===== src/rtl/seven_seg_scan.sv =====
// seven_seg_scan: four-digit multiplexed decimal display driver.
// A 14-bit binary value is captured, clamped to 9999, converted to BCD by an
// iterative double-dabble engine and committed to the display register in one
// step. A free-running refresh counter scans the four positions, and optional
// leading-zero blanking replaces leading zeros with 4'hF.
//
// state | meaning
// ------+-------------------------------------------------------------
// IDLE  | ready=1; a load captures value and starts a conversion
// CONV  | ready=0; 14 shift steps, then commit to display on the 15th edge
module seven_seg_scan #(
    parameter int unsigned REFRESH_DIV = 100000
) (
    input  logic        clk,
    input  logic        rst,
    input  logic [13:0] value,
    input  logic        load,
    input  logic        lzb,
    output logic        ready,
    output logic        ovf,
    output logic [3:0]  digit,
    output logic [1:0]  position
);

    localparam int unsigned     CNT_W     = $clog2(REFRESH_DIV);
    localparam logic [CNT_W-1:0] CNT_LAST = CNT_W'(REFRESH_DIV - 1);
    localparam logic [13:0]     MAX_VAL   = 14'd9999;
    localparam logic [3:0]      LAST_STEP = 4'd14;

    typedef enum logic {
        IDLE = 1'b0,
        CONV = 1'b1
    } state_t;

    state_t           state_q;
    logic [29:0]      shift_q;     // {bcd[15:0], bin[13:0]}
    logic [29:0]      shift_d;
    logic [3:0]       step_q;
    logic             pend_ovf_q;
    logic [15:0]      disp_q;
    logic             ovf_q;
    logic [CNT_W-1:0] cnt_q;
    logic [1:0]       pos_q;

    logic             over_d;
    logic [13:0]      clamp_d;

    logic [3:0]       d0, d1, d2, d3;
    logic             z1, z2, z3;

    // Clamp the incoming value so the conversion never needs a fifth digit.
    always_comb begin
        over_d  = (value > MAX_VAL);
        clamp_d = over_d ? MAX_VAL : value;
    end

    // One double-dabble step: add 3 to every BCD nibble >= 5, then shift left.
    always_comb begin
        logic [29:0] adj;
        adj = shift_q;
        for (int i = 0; i < 4; i++) begin
            if (adj[14 + 4*i +: 4] >= 4'd5) begin
                adj[14 + 4*i +: 4] = adj[14 + 4*i +: 4] + 4'd3;
            end
        end
        shift_d = {adj[28:0], 1'b0};
    end

    // Conversion FSM; the display register is only written on the commit edge.
    always_ff @(posedge clk or posedge rst) begin
        if (rst) begin
            state_q    <= IDLE;
            shift_q    <= '0;
            step_q     <= '0;
            pend_ovf_q <= 1'b0;
            disp_q     <= '0;
            ovf_q      <= 1'b0;
        end else begin
            case (state_q)
                IDLE: begin
                    if (load) begin
                        state_q    <= CONV;
                        shift_q    <= {16'd0, clamp_d};
                        step_q     <= '0;
                        pend_ovf_q <= over_d;
                    end
                end
                CONV: begin
                    if (step_q == LAST_STEP) begin
                        state_q <= IDLE;
                        disp_q  <= shift_q[29:14];
                        ovf_q   <= pend_ovf_q;
                    end else begin
                        shift_q <= shift_d;
                        step_q  <= step_q + 4'd1;
                    end
                end
                default: state_q <= IDLE;
            endcase
        end
    end

    // Refresh counter and scan position; independent of the conversion.
    always_ff @(posedge clk or posedge rst) begin
        if (rst) begin
            cnt_q <= '0;
            pos_q <= '0;
        end else if (cnt_q == CNT_LAST) begin
            cnt_q <= '0;
            pos_q <= pos_q + 2'd1;
        end else begin
            cnt_q <= cnt_q + 1'b1;
        end
    end

    // Digit select with leading-zero blanking from the committed digits only.
    always_comb begin
        d0 = disp_q[3:0];
        d1 = disp_q[7:4];
        d2 = disp_q[11:8];
        d3 = disp_q[15:12];
        z3 = (d3 == 4'd0);
        z2 = z3 && (d2 == 4'd0);
        z1 = z2 && (d1 == 4'd0);
        digit = d0;
        case (pos_q)
            2'd0:    digit = d0;
            2'd1:    digit = (lzb && z1) ? 4'hF : d1;
            2'd2:    digit = (lzb && z2) ? 4'hF : d2;
            2'd3:    digit = (lzb && z3) ? 4'hF : d3;
            default: digit = d0;
        endcase
    end

    assign ready    = (state_q == IDLE);
    assign ovf      = ovf_q;
    assign position = pos_q;

endmodule


===== config.mk =====
export PLATFORM = sky130hd
export DESIGN_NAME = seven_seg_scan
export DESIGN_NICKNAME = d
export VERILOG_FILES = /design/src/rtl/seven_seg_scan.sv
export SDC_FILE = /design/constraint.sdc
export NUM_CORES = 1
export LEC_CHECK = 0
export ABC_AREA = 1
export BUFFER_PORTS_ARGS = -buffer_cell sky130_fd_sc_hd__buf_2
export CORE_ASPECT_RATIO = 2
export CORE_UTILIZATION = 40
export DETAILED_ROUTE_END_ITERATION = 8
export PLACE_DENSITY_LB_ADDON = 0.3
export RECOVER_POWER = 50
export SLEW_MARGIN = 0
export SYNTH_ARGS = -nofsm -noshare
export SYNTH_HDL_FRONTEND = slang
export SYNTH_SLANG_ARGS = --single-unit

===== constraint.sdc =====
create_clock -name clk -period 2.86 [get_ports clk]
set_input_delay 0.572 -clock clk [delete_from_list [all_inputs] [get_ports clk]]
set_output_delay 0.572 -clock clk [all_outputs]
set_load 0.05 [all_outputs]

# Yosys cells after proc, flatten, opt, wreduce, memory -nomap -nowiden
# Index checks and enable logic that the tools add are counted.
word_totals:
  ff_bits: 72
  in_bits: 18
  output_inout_bits: 8
  wordCells: 59
classes:
  addsub: 7
  order_cmp: 5
  n_eq_ne: 7
  n_mux: 19
  bitwise_logic: 1
  n_reduce_logical: 12
ops:
  columns: ["cell", "n"]
  rows:
  - ["$mux 30", 2]
  - ["$pmux 30 s2", 1]
  - ["$mux 4", 8]
  - ["$add 17x1->17 const B", 1]
  - ["$eq 17x17->1 const B", 1]
  - ["$mux 17", 1]
  - ["$ge 4x3->1 const B", 4]
  - ["$pmux 4 s4", 1]
  - ["$gt 14x14->1 const B", 1]
  - ["$mux 14", 1]
  - ["$add 4x2->4 const B", 3]
  - ["$logic_not 4->1", 3]
  - ["$pmux 4 s2", 1]
  - ["$reduce_and 2->1", 3]
  - ["$logic_and 1x1->1", 5]
  - ["$add 4x1->4 const B", 1]
  - ["$eq 2x2->1 const B", 2]
  - ["$eq 4x4->1 const B", 1]
  - ["$ne 2x2->1 const B", 2]
  - ["$add 3x2->3 const B", 1]
  - ["$mux 3", 1]
  - ["$add 2x1->2 const B", 1]
  - ["$eq 2x1->1 const B", 1]
  - ["$logic_not 2->1", 1]
  - ["other kinds (3)", 4]

# Depth between registers and ports, before layout
logic_depth:
  depth_word: 6
  ltp_mapped: 9
  depth_no_buf: 9

# Worst setup path before layout
# No wires, ideal clock.
synth_path:
  path_kind: "register to output"
  startpoint: "register pos_q[0] (netlist: position[0])"
  endpoint: "output digit[0]"
  arrival_time_ns: 1.885
  required_time_ns: 2.288
  setup_slack_ns: 0.403
  stages_incl_launch_ff: 6
  path_buffers: 0
  path_cell_list: "dfrtp_1 inv_1 ha_1 inv_1 nor2_1 nor2_1"
synth_via:
  elab_chain_len: 2
  word_cells_on_any_way: 5
  classes_between: "3 x eq/ne; 1 x mux; 1 x reduce/logical"
synth_lines:
  columns: ["item", "line_no", "text"]
  rows:
  - ["start: declaration", "43", "logic [1:0] pos_q;"]
  - ["start signal: assignment", "110", "pos_q <= pos_q + 2'd1;"]
  - ["$eq 2x2->1 (tied with other cells)", "126", "case (pos_q)"]
  - ["$pmux 4 s4 (*)", "126", null]
  - ["end: declaration", "21", "output logic [3:0] digit,"]
# Every way passes the cells marked *; elsewhere a longest branch is shown, timed or not.

# Final worst setup path
layout_path:
  startpoint: "register disp_q[14]"
  endpoint: "output digit[0]"
layout_via:
  elab_chain_len: 6
  word_cells_on_any_way: 10
  classes_between: "4 x mux; 6 x reduce/logical"
layout_lines:
  columns: ["item", "line_no", "text"]
  rows:
  - ["start: declaration", "40", "logic [15:0] disp_q;"]
  - ["start signal: assignment", "91", "disp_q <= shift_q[29:14];"]
  - ["$logic_not 4->1 (*)", "122", "z3 = (d3 == 4'd0);"]
  - ["$logic_and 1x1->1", "123", "z2 = z3 && (d2 == 4'd0);"]
  - ["$logic_and 1x1->1", "124", "z1 = z2 && (d1 == 4'd0);"]
  - ["$logic_and 1x1->1", "128", "2'd1: digit = (lzb && z1) ? 4'hF : d1;"]
  - ["$mux 4", "128", null]
  - ["$pmux 4 s4 (*)", "126", null]
# Marks and branches as above.

==> results by group <==
Timing
  • Slew Limit Fails: 0
  • Worst-Margin Slew: 1010 ps
  • Minimum hold slack: approximately 400 ps
  • Final cycle utilization of the critical path: ~83%
  • Count of final setup violators: 0
  • Worst Skew: between 9 and 10 ps
  • Fmax: ~420 MHz
  • Final Critical Period: approximately 2400 ps
  • Setup_tns: 0 ps
  • RSZ-0062 raised after global routing: no
  • Final Hold Viols: 0
  • Slew headroom: about 33%

CTS
  • Clock sink total: 72
  • Resize count post-CTS: 0
  • CTS Hold Bufs: 0
  • Clk buf depth: 2
  • CTS tree: done
  • Number of CTS-inserted buffers: 9
  • Post-CTS setup buffer count: 0
  • Root Driver: clkbuf_16
  • Worst-skew pair later-pin latency: 330 ps
  • Clock H-tree levels: 3
  • Clk slew on worst S/H paths: ~60 ps

Flow run
  • MaxCap Viol Count: 0

Synthesis
  • Seq/Total Area, Yosys: approximately 48%
  • YS warnings: 0
  • Synth top cells by count: 82 x inv_1, 81 x nand2_1, 72 x dfrtp_1
  • Post-synth top flop: dfrtp_1
  • Yosys cell types: 30
  • Mapped Nets: approximately 500
  • Post-Syn Area: about 0.0038 mm^2
  • Most frequent cell after synthesis: inv_1
  • Area leader, netlist: dfrtp_1
  • Yosys top cell area share: between 40% and 50%
  • EDFF count, synth: 0
  • Synth top area cells: dfrtp_1 48%, o21ai_0 9.2%, inv_1 8.2%
  • Cells after synthesis: roughly 480
  • Avg Cell Area, Syn: 7.94 um^2
  • Async SR Flop Fraction: 100%
  • Yosys reg bits: 72

Power
  • Power Internal: roughly 2600 uW
  • Peak supply drop: 0.646 mV
  • Sw Ratio: a little under two fifths
  • Net Sw Power: roughly 1600 uW
  • Clk pwr share: a little over a quarter
  • Leakage power: about 0.0022 uW
  • Reg power frac: a little under two fifths
  • Gate power share: a little over a third
  • Pwr dens: about 1000 mW/mm^2

Critical path
  • Setup crit start kind: flip-flop
  • CP Launch Point: disp_q[14]
  • WS Path Type: flip-flop to output port
  • Worst path arrival time: roughly 1800 ps
  • CP required: between 2000 and 2500 ps
  • Worst Setup End Kind: output port
  • R2R cell count: 9
  • Reg2Reg Setup Slack: slightly above 800 ps
  • Crit path max fanout: 4
  • FF-to-FF End: step_q[3]
  • RR Startpoint: step_q[0]

Floorplanning
  • I/O pin cnt: 26
  • Die area: approximately 0.0098 mm^2
  • Initial core utilization: between 40% and 50%
  • Row cnt: 49
  • Die X: between 70 and 80 um
  • Core Area: ~0.0091 mm^2
  • Die H: 139 um

Detailed routing
  • Detail Route Antenna Nets: 0
  • First-iteration detailed-routing DRC count: roughly 180
  • Drt pass-1 iters: 4
  • Routed wire length: approximately 8 mm
  • DR DRC count: 0
  • DR vias: roughly 3,200
  • Vias/cell: 5.16
  • Post-DR wirelength/cell: around 13 um

Layout
  • # diodes: 0
  • Layout area overhead: 13.4%
  • Post-layout util: approximately 47%
  • Fin nets: approximately 540
  • Fill cells: approximately 900
  • Post-layout instance area: ~0.0043 mm^2
  • Layout cells sized above 1: a little under a tenth

Placement
  • Post-DP HPWL: 6.06 mm
  • Port Buffers: 25
  • Area post-placement: roughly 0.004 mm^2
  • Placer congestion estimate: 0.893

Global routing
  • Total gr overflow: 0
  • Initial antenna violation count: 0
  • Vias in the first global route: approximately 3,200
  • Largest net degree at the start of global routing: 34
  • GRT Overall Usage: between 15 and 20%
  • First-pass GRT wire length: roughly 14 mm

Min path
  • Tightest Hold Check Type: input port to asynchronous set/reset pin

Status
  • Status: finished, final reports clean
-- state kept, by name, indices dropped and copies added, names as in the netlist --
name / cells
position: 2
cnt_q: 17
ovf: 1
state_q: 1
shift_q: 30
disp_q: 16
step_q: 4
pend_ovf_q: 1
-- how the worst max path moves through the flow --
stage / depth (start not counted) / slack, ps / endpoint
finish: 8 / 480 / digit[0]
global route: 8 / 230 / digit[0]
CTS: 10 / 450 / digit[3]
detailed placement: 10 / 690 / digit[3]
global placement: 8 / 740 / digit[0]
floorplan: 5 / 400 / digit[0]
-- cell usage in the layout, fill, tap and decap left out, drive strengths merged, types with 5 or more instances in the layout --
cell	netlist	final
a21oi	28	28
nor3	5	5
clkbuf	4	16
o221ai	8	8
o21ai	70	70
nand4	6	6
nand2	84	84
nand3	20	20
ha	15	15
xor2	7	7
buf	5	25
inv	83	83
nor2	56	56
dfrtp	72	72
o22ai	6	6
-- layout make-up --
class                      instances  area, um^2  share of cell area [%]
tap                              102         128                    2.98
clock buffer                      13         260                    6.08
timing repair buffer              28         140                    3.27
clock inverter                     3        40.0                   0.935
multi-input combinational        311        1600                    37.4
sequential                        72        1800                    42.1
inverter                          83         312                    7.28
-- metrics by stage --
step | power [uW] | std cells | worst slack [ps]
finish | 4250 | 612 | 478
detailed placement | 3160 | 596 | 695
global route | 4600 | 612 | 229
CTS | 4300 | 612 | 448
global placement | 3120 | 596 | 744
floorplan | 2810 | 475 | 403
-- metal layers --
| metal | GRT usage, % | share of wire, % | routed length, um |
|---|---|---|---|
| met5 | 0 | 0 | 0 |
| met4 | 9.89 | 2.6 | 214 |
| met3 | 3.48 | 2.3 | 188 |
| met2 | 34.4 | 56 | 4550 |
| met1 | 18.5 | 39 | 3170 |
-- cell families after synthesis --
logic type	after synthesis	synth area share, %
and+or+nand+nor	175	19.5
AOI/OAI and AO/OA	112	15.8
buffers and inverters	92	9.81
DFF	72	47.7
adders and majority gates	15	4.97
xor gates and xnor gates	8	1.86
muxes	1	0.298
-- worst max-delay path: stages (launching register included) --
cell,delay [ps]
dfrtp_1,400
nor2_1,140
nand2_1,70
nor2_1,130
nand3_1,150
a21oi_1,190
nor2_1,60
nor2_1,70
buf_2,260
-- power groups by stage --
| stage | logic [uW] | clock network, uW | registers (uW) |
|---|---|---|---|
| floorplan | 1240 | 0 | 1570 |
| global placement | 1520 | 0 | 1590 |
| detailed placement | 1550 | 0 | 1610 |
| CTS | 1570 | 1140 | 1590 |
| global route | 1790 | 1180 | 1640 |
| finish | 1550 | 1120 | 1590 |
Note: power is estimated with default switching activity, not from simulation.
